==> src/rtl/dmem_req_ctrl.sv <==
// Data-memory request initiator: issues d_rd/d_wr for one pipeline request at a time,
// retries on miss with a fixed backoff gap and reports completion, timeout and segfault.
module dmem_req_ctrl #(
  parameter int unsigned MAX_RETRY = 15,
  parameter int unsigned RETRY_GAP = 2
) (
  input  logic        clk,
  input  logic        rst_n,
  input  logic        req_valid_i,
  output logic        req_ready_o,
  input  logic        req_wr_i,
  input  logic [31:0] req_addr_i,
  input  logic [31:0] req_wr_data_i,
  input  logic [2:0]  req_trd_i,
  input  logic        flush_i,
  input  logic [2:0]  flush_trd_i,
  output logic        rsp_valid_o,
  output logic [31:0] rsp_data_o,
  output logic [2:0]  rsp_trd_o,
  output logic        rsp_fault_o,
  output logic        rsp_timeout_o,
  output logic [31:0] d_addr_o,
  output logic [31:0] d_wr_data_o,
  output logic        d_rd_o,
  output logic        d_wr_o,
  output logic [2:0]  d_trd_o,
  input  logic [31:0] d_rd_data_i,
  input  logic        d_miss_i,
  input  logic        d_segfault_i,
  output logic        seg_exp_o,
  output logic [2:0]  seg_trd_o,
  output logic [31:0] seg_addr_o
);

  localparam int unsigned DW    = 32;
  localparam int unsigned TW    = 3;
  localparam int unsigned CNT_W = 8;
  localparam int unsigned GAP_W = 4;

  localparam logic [1:0] S_IDLE    = 2'd0;
  localparam logic [1:0] S_ISSUE   = 2'd1;
  localparam logic [1:0] S_WAIT    = 2'd2;
  localparam logic [1:0] S_BACKOFF = 2'd3;

  logic [1:0]       state_q, state_d;
  logic [CNT_W-1:0] cnt_q, cnt_d;
  logic [GAP_W-1:0] gap_q, gap_d;
  logic             abort_q, abort_d;
  logic             wr_q, wr_d;
  logic [DW-1:0]    addr_q, addr_d;
  logic [DW-1:0]    data_q, data_d;
  logic [TW-1:0]    trd_q, trd_d;

  logic             req_ready_q, req_ready_d;
  logic             d_rd_q, d_rd_d, d_wr_q, d_wr_d;
  logic [DW-1:0]    d_addr_q, d_addr_d, d_wr_data_q, d_wr_data_d;
  logic [TW-1:0]    d_trd_q, d_trd_d;
  logic             rsp_valid_q, rsp_valid_d;
  logic [DW-1:0]    rsp_data_q, rsp_data_d;
  logic [TW-1:0]    rsp_trd_q, rsp_trd_d;
  logic             rsp_fault_q, rsp_fault_d, rsp_timeout_q, rsp_timeout_d;
  logic             seg_exp_q, seg_exp_d;
  logic [TW-1:0]    seg_trd_q, seg_trd_d;
  logic [DW-1:0]    seg_addr_q, seg_addr_d;

  logic flush_hit, abort_now, fin, fin_fault, fin_tout;

  always_ff @(posedge clk) begin
    if (!rst_n) begin
      state_q       <= S_IDLE;
      cnt_q         <= '0;
      gap_q         <= '0;
      abort_q       <= 1'b0;
      wr_q          <= 1'b0;
      addr_q        <= '0;
      data_q        <= '0;
      trd_q         <= '0;
      req_ready_q   <= 1'b1;
      d_rd_q        <= 1'b0;
      d_wr_q        <= 1'b0;
      d_addr_q      <= '0;
      d_wr_data_q   <= '0;
      d_trd_q       <= '0;
      rsp_valid_q   <= 1'b0;
      rsp_data_q    <= '0;
      rsp_trd_q     <= '0;
      rsp_fault_q   <= 1'b0;
      rsp_timeout_q <= 1'b0;
      seg_exp_q     <= 1'b0;
      seg_trd_q     <= '0;
      seg_addr_q    <= '0;
    end else begin
      state_q       <= state_d;
      cnt_q         <= cnt_d;
      gap_q         <= gap_d;
      abort_q       <= abort_d;
      wr_q          <= wr_d;
      addr_q        <= addr_d;
      data_q        <= data_d;
      trd_q         <= trd_d;
      req_ready_q   <= req_ready_d;
      d_rd_q        <= d_rd_d;
      d_wr_q        <= d_wr_d;
      d_addr_q      <= d_addr_d;
      d_wr_data_q   <= d_wr_data_d;
      d_trd_q       <= d_trd_d;
      rsp_valid_q   <= rsp_valid_d;
      rsp_data_q    <= rsp_data_d;
      rsp_trd_q     <= rsp_trd_d;
      rsp_fault_q   <= rsp_fault_d;
      rsp_timeout_q <= rsp_timeout_d;
      seg_exp_q     <= seg_exp_d;
      seg_trd_q     <= seg_trd_d;
      seg_addr_q    <= seg_addr_d;
    end
  end

  always_comb begin
    state_d       = state_q;
    cnt_d         = cnt_q;
    gap_d         = gap_q;
    abort_d       = abort_q;
    wr_d          = wr_q;
    addr_d        = addr_q;
    data_d        = data_q;
    trd_d         = trd_q;
    rsp_valid_d   = 1'b0;
    rsp_data_d    = '0;
    rsp_trd_d     = '0;
    rsp_fault_d   = 1'b0;
    rsp_timeout_d = 1'b0;
    seg_exp_d     = 1'b0;
    seg_trd_d     = '0;
    seg_addr_d    = '0;
    fin           = 1'b0;
    fin_fault     = 1'b0;
    fin_tout      = 1'b0;
    flush_hit     = flush_i && (flush_trd_i == trd_q);
    abort_now     = abort_q || flush_hit;

    case (state_q)
      S_IDLE: begin
        if (req_valid_i) begin
          wr_d    = req_wr_i;
          addr_d  = req_addr_i;
          data_d  = req_wr_data_i;
          trd_d   = req_trd_i;
          cnt_d   = '0;
          abort_d = 1'b0;
          state_d = S_ISSUE;
        end
      end
      S_ISSUE: begin
        abort_d = abort_now;
        state_d = S_WAIT;
      end
      S_WAIT: begin
        abort_d = abort_now;
        if (d_segfault_i) begin
          fin       = 1'b1;
          fin_fault = 1'b1;
        end else if (d_miss_i && (cnt_q < CNT_W'(MAX_RETRY))) begin
          cnt_d   = cnt_q + CNT_W'(1);
          gap_d   = '0;
          state_d = S_BACKOFF;
        end else begin
          fin      = 1'b1;
          fin_tout = d_miss_i;
        end
      end
      S_BACKOFF: begin
        // An owner flush while idle on the bus drops the request outright
        if (flush_hit) begin
          state_d = S_IDLE;
          cnt_d   = '0;
          abort_d = 1'b0;
        end else if (gap_q == GAP_W'(RETRY_GAP - 1)) begin
          state_d = S_ISSUE;
        end else begin
          gap_d = gap_q + GAP_W'(1);
        end
      end
      default: state_d = S_IDLE;
    endcase

    if (fin) begin
      state_d = S_IDLE;
      cnt_d   = '0;
      abort_d = 1'b0;
      if (!abort_now) begin
        rsp_valid_d   = 1'b1;
        rsp_trd_d     = trd_q;
        rsp_fault_d   = fin_fault;
        rsp_timeout_d = fin_tout;
        rsp_data_d    = (!fin_fault && !fin_tout && !wr_q) ? d_rd_data_i : '0;
        seg_exp_d     = fin_fault;
        seg_trd_d     = fin_fault ? trd_q : '0;
        seg_addr_d    = fin_fault ? addr_q : '0;
      end
    end

    // Bus command registers follow the state being entered
    req_ready_d = (state_d == S_IDLE);
    d_rd_d      = (state_d == S_ISSUE) && !wr_d;
    d_wr_d      = (state_d == S_ISSUE) && wr_d;
    d_addr_d    = (state_d == S_ISSUE) ? addr_d : d_addr_q;
    d_wr_data_d = (state_d == S_ISSUE) ? data_d : d_wr_data_q;
    d_trd_d     = (state_d == S_ISSUE) ? trd_d  : d_trd_q;
  end

  assign req_ready_o   = req_ready_q;
  assign d_rd_o        = d_rd_q;
  assign d_wr_o        = d_wr_q;
  assign d_addr_o      = d_addr_q;
  assign d_wr_data_o   = d_wr_data_q;
  assign d_trd_o       = d_trd_q;
  assign rsp_valid_o   = rsp_valid_q;
  assign rsp_data_o    = rsp_data_q;
  assign rsp_trd_o     = rsp_trd_q;
  assign rsp_fault_o   = rsp_fault_q;
  assign rsp_timeout_o = rsp_timeout_q;
  assign seg_exp_o     = seg_exp_q;
  assign seg_trd_o     = seg_trd_q;
  assign seg_addr_o    = seg_addr_q;

endmodule
==> config.mk <==
export PLATFORM = sky130hd
export DESIGN_NAME = dmem_req_ctrl
export DESIGN_NICKNAME = d
export VERILOG_FILES = /design/src/rtl/dmem_req_ctrl.sv
export SDC_FILE = /design/constraint.sdc
export NUM_CORES = 1
export LEC_CHECK = 0
export CAP_MARGIN = 15
export CORE_MARGIN = 2
export CORE_UTILIZATION = 46
export DETAILED_ROUTE_END_ITERATION = 6
export PLACE_DENSITY = 0.88
export SLEW_MARGIN = 20
export SYNTH_ARGS = -nofsm -noshare
export SYNTH_HDL_FRONTEND = slang
export SYNTH_SLANG_ARGS = --single-unit
==> constraint.sdc <==
create_clock -name clk -period 3.39 [get_ports clk]
set_input_delay 0.678 -clock clk [delete_from_list [all_inputs] [get_ports clk]]
set_output_delay 0.678 -clock clk [all_outputs]
set_load 0.005 [all_outputs]
; ---- After elaboration in Yosys (flattened, before gate mapping)
; Cells that the tools add are included.
; Widths: inputs -> output; s select.
[totals]
reg_bits = 226
inputBits = 109
out_inout_bits = 144
wordCells = 101
[op_classes]
addsub = 2
order_cmp = 1
n_eq_ne = 12
n_mux = 37
bitwise_logic = 4
reduce_logical = 24
[ops]
columns = operator, count
row1 = $mux 32, 4
row2 = $mux 8, 4
row3 = $pmux 8 s3, 1
row4 = $mux 4, 4
row5 = $mux 1, 13
row6 = $mux 2, 6
row7 = $ne 2x2->1 const B, 6
row8 = $reduce_and 5->1, 2
row9 = $add 8x1->8 const B, 1
row10 = $lt 8x4->1 const B, 1
row11 = $pmux 2 s4, 1
row12 = $pmux 4 s2, 1
row13 = $reduce_or 4->1, 2
row14 = $logic_and 1x1->1, 6
row15 = $mux 3, 2
row16 = $add 4x1->4 const B, 1
row17 = $eq 2x1->1 const B, 2
row18 = $eq 2x2->1 const B, 2
row19 = $eq 4x1->1 const B, 1
row20 = $logic_not 1->1, 4
row21 = $logic_not 2->1, 2
row22 = $not 1->1, 4
row23 = $reduce_and 2->1, 2
row24 = $reduce_or 2->1, 2
row25 = 6 further kinds, 6

; ---- Longest topological paths before layout
[logic_depth]
word_depth = 10
mapped_depth = 9
ltp_nobuf = 7

; ---- Worst setup path before layout
; No wires, ideal clock.
[synth_path]
path_type = register to register
from = register state_q[0]
to = register d_addr_q[0] (netlist: d_addr_o[0])
arrival_ps = 2486
setup_slack_ps = 780
stages_incl_launch_ff = 10
n_path_buf = 2
period_less_slack_ps = 2610
path_cell_list = dfxtp_1 -> inv_1 -> ha_1 -> or4b_2 -> a21oi_1 -> a22oi_1 -> nor3_2 -> buf_6 -> buf_6 -> mux2_1
[synth_between]
elab_chain_len = 5
[synth_rtl]
columns = element, line
row1 = from (decl), 45  ; logic [1:0] state_q, state_d;
row2 = from (signal assigned), 93  ; state_q <= state_d;
row3 = "$mux 2, on equally long branches", "177, 162"
row4 = "$mux 2, on equally long branches", "173, 159"
row5 = $pmux 2 s4, 141  ; case (state_q)
row6 = $mux 2, 186  ; if (fin) begin
row7 = $eq 2x1->1, 206  ; d_addr_d = (state_d == S_ISSUE) ? addr_d : d_addr_q;
row8 = to (signal assigned), 104  ; d_addr_q <= d_addr_d;
row9 = to (decl), 56  ; logic [DW-1:0] d_addr_q, d_addr_d, d_wr_data_q, d_wr_data_d;
; Parallel ways exist; a longest one is shown, timed or not.
; A chain may end at the register's enable or synchronous reset.

; ---- Worst setup path in the final report
[layout_path]
from = register state_q[0]
to = register d_addr_q[13] (netlist: d_addr_o[13])
; The elaborated chain is that of the path after synthesis.

==> results.json <==
{
  "period_minus_slack_ns": 3.13,
  "vdd_drop_max_uv": 725,
  "grt_max_degree": 77,
  "rows": 48,
  "cp_slowest_stage_delay_ns": 0.61,
  "synth_xor_area_share_pct": 0.536,
  "worst_setup_path_end_kind": "flip-flop",
  "ys_warn_count": 0,
  "final-setup-viol-count": 0,
  "relSlewSlack_pct": 37.1,
  "syn_area_mm2": 0.00817,
  "cts-root-buf": "clkbuf_16",
  "die_area_mm2": 0.0188,
  "tightest_slew_ns": 0.932,
  "fmax_ghz": 0.319,
  "cts.clk_slew.worst_paths_ns": 0.06,
  "portBuffers": 252,
  "cts_tree": "done",
  "cts.repair.resized": 0,
  "wl_per_cell_um": 16.7,
  "grt_pass1_wl_mm": 32.1,
  "nFillCells": 1304,
  "synth_top_family_by_area": "simple AND/OR/NAND/NOR gates",
  "hold_violations": 0,
  "ys_ff_latch": 226,
  "netlist_top_cells_area": "dfxtp_1, and2_1, a21boi_0, mux2_2, nand3_1",
  "yosysSeqAreaShare_pct": 55.4,
  "critPathBufInv": 2,
  "final_antenna_net_count": 0,
  "place.gp.congestion": 0.898,
  "syn_nets": 905,
  "nets": 1135,
  "path_max_fanout": 65,
  "final_max_slew_viol_count": 0,
  "synth_common_cells": "dfxtp_1, and2_1, nand2_1, nand3_1, a21boi_0",
  "tns_ns": 0,
  "synth_compound_area_share_pct": 8.83,
  "drt_first_pass_iters": 4,
  "place_worst_setup_slack_ns": 0.126,
  "drive_above_1_share_pct": 8.62,
  "core_area_mm2": 0.0173,
  "drtIter0Drc": 285,
  "wirelength_mm": 21.0,
  "synth_top_area_share_pct": 55.4,
  "synth-main-ff-cell": "dfxtp_1",
  "clock_path_buffers": 3,
  "ios": 253,
  "crit_path_start_kind": "flip-flop",
  "cp.arrival_ns": 3.51,
  "synthArstFlopShare_pct": 0,
  "hpwl_mm": 13.8,
  "pwr_density_cell_mw_per_mm2": 739,
  "hold_slack_ns": 0.449,
  "cts_setup_buffers": 0,
  "synth_mux_area_share_pct": 9.36,
  "yosysMostFrequentCell": "dfxtp_1",
  "netlist_instances": 788,
  "worstSkewPairLatency_ns": 0.50,
  "diodes": 0,
  "worst_slack_ns": 0.257,
  "synth.avg_cell_area_um2": 10.4,
  "synthSimpleGateAreaFrac_pct": 21.4,
  "start_util_pct": 47.2,
  "criticalPathCategory": "flip-flop to flip-flop",
  "postCtsHoldBufs": 0,
  "cp_slowest_cell": "or4b_2",
  "cts_buffers": 23,
  "cp_cell_sequence": "inv_1 -> ha_1 -> or4b_2 -> a21oi_1 -> a22oi_1 -> nor3_4 -> buf_12 -> mux2_2",
  "min_path_type": "flip-flop to flip-flop",
  "synth_top_cell_by_area": "dfxtp_1",
  "viasPerCell": 5.01,
  "area_delta_synth_final_pct": 41.6,
  "cts.sinks": 226,
  "grt_usage_pct": 21.6,
  "die_y_um": 137,
  "p_leak_uw": 0.00452,
  "synthAdderAreaFrac_pct": 1.23,
  "die_w_um": 137,
  "critPathTopFamily": "simple AND/OR/NAND/NOR gates",
  "grt_pass1_vias": 6342,
  "min_period_over_period_pct": 92.4,
  "vias": 6299,
  "drc": 0,
  "rsz0062_at_grt": "false",
  "htreeDepth": 1,
  "synth_edf_count": 0,
  "grt_overflow": 0,
  "antenna_found_initial": 0,
  "yosysUniqueCellTypes": 47,
  "skew_ns": 0.0243,
  "status": "finished, final reports clean",
  "critPathRequiredTime_ns": 3.77,
  "drv_cap": 0
}
per-layer routing:
layer	share of wire, %	track usage (%)	vias to the layer above
met5	0	0	-
met4	3.4	8.48	0
met3	8.5	6.51	46
met2	48	38.0	215
met1	40	24.5	2952
li1	-	-	3086
cell usage in the layout (no fill, tap or decap), drive strengths merged, types with 3 or more instances in the layout:
| master | netlist | routed |
|---|---|---|
| a21boi | 67 | 67 |
| a21oi | 8 | 8 |
| and2 | 141 | 141 |
| buf | 11 | 9 |
| clkbuf | 43 | 36 |
| clkdlybuf4s50 | 0 | 250 |
| dfxtp | 226 | 226 |
| ha | 8 | 8 |
| inv | 6 | 6 |
| mux2 | 67 | 67 |
| nand2 | 73 | 73 |
| nand2b | 3 | 3 |
| nand3 | 71 | 71 |
| nor2 | 9 | 9 |
| nor2b | 8 | 8 |
| nor3 | 4 | 4 |
| o21ai | 6 | 6 |
| xnor2 | 5 | 5 |
worst reg2reg max path, cell delays in order, from the launching register on:
cell and delay [ns]:
dfxtp_1 0.43, inv_1 0.15, ha_1 0.27, or4b_2 0.61
a21oi_1 0.15, a22oi_1 0.19, nor3_4 0.36, buf_12 0.33
mux2_2 0.51
sequential cells by signal (all words and copies together), names as in the netlist, 3 cells and up:
name         flops
rsp_trd_o        3
d_addr_o        32
addr_q          32
d_wr_data_o     32
d_trd_o          3
seg_trd_o        3
seg_addr_o      32
trd_q            3
rsp_data_o      32
data_q          32
cnt_q            8
gap_q            4
kinds of logic (layout without fill, tap and decap cells):
| kind of cell | Yosys count | count (layout) |
|---|---|---|
| AND/OR/NAND/NOR | 323 | 323 |
| flip-flops | 226 | 226 |
| AO/OA/AOI/OAI | 98 | 98 |
| multiplexers | 68 | 68 |
| buffers and inverters | 60 | 304 |
| adder cells (fa/ha/maj) | 8 | 8 |
| XOR/XNOR | 5 | 5 |
metrics by stage:
stage / instance area (µm²) / total power [µW] / cells / util (%)
after floorplan: 8170 / 5000 / 788 / -
after global placement: 10800 / 6040 / 1218 / 62.5
after detailed placement: 10800 / 6110 / 1218 / 62.5
after CTS: 11600 / 8630 / 1257 / 66.9
after global routing: 11600 / 8990 / 1257 / 66.9
final: 11600 / 8550 / 1257 / 66.9
report_power, final:
group / leakage (µW) / internal (µW) / total (µW) / switching (µW)
combinational: 0.00231 / 1330 / 2720 / 1390
clock: 0.000371 / 1510 / 2500 / 986
sequential: 0.00184 / 3110 / 3330 / 219
total: 0.00452 / 5950 / 8550 / 2600
layout make-up:
class,instances,area (µm²),area share (%)
Tap cell,225,282,2.43
Clock inverter,3,42.5,0.368
Sequential cell,226,4520,39.1
Clock buffer,36,714,6.18
Inverter,6,22.5,0.195
Timing Repair Buffer,259,2580,22.3
Multi-Input combinational cell,502,3400,29.4
path summary, 6_finish.rpt:
check	start	to	slack (ns)	cells after the start
setup reg to reg	state_q[0]	d_addr_o[13]	0.26	8
hold / removal	addr_q[0]	seg_addr_o[0]	0.45	1
hold reg to reg	addr_q[0]	seg_addr_o[0]	0.45	1
setup / recovery	state_q[0]	d_addr_o[13]	0.26	8
(Power assumes the default switching activity.)
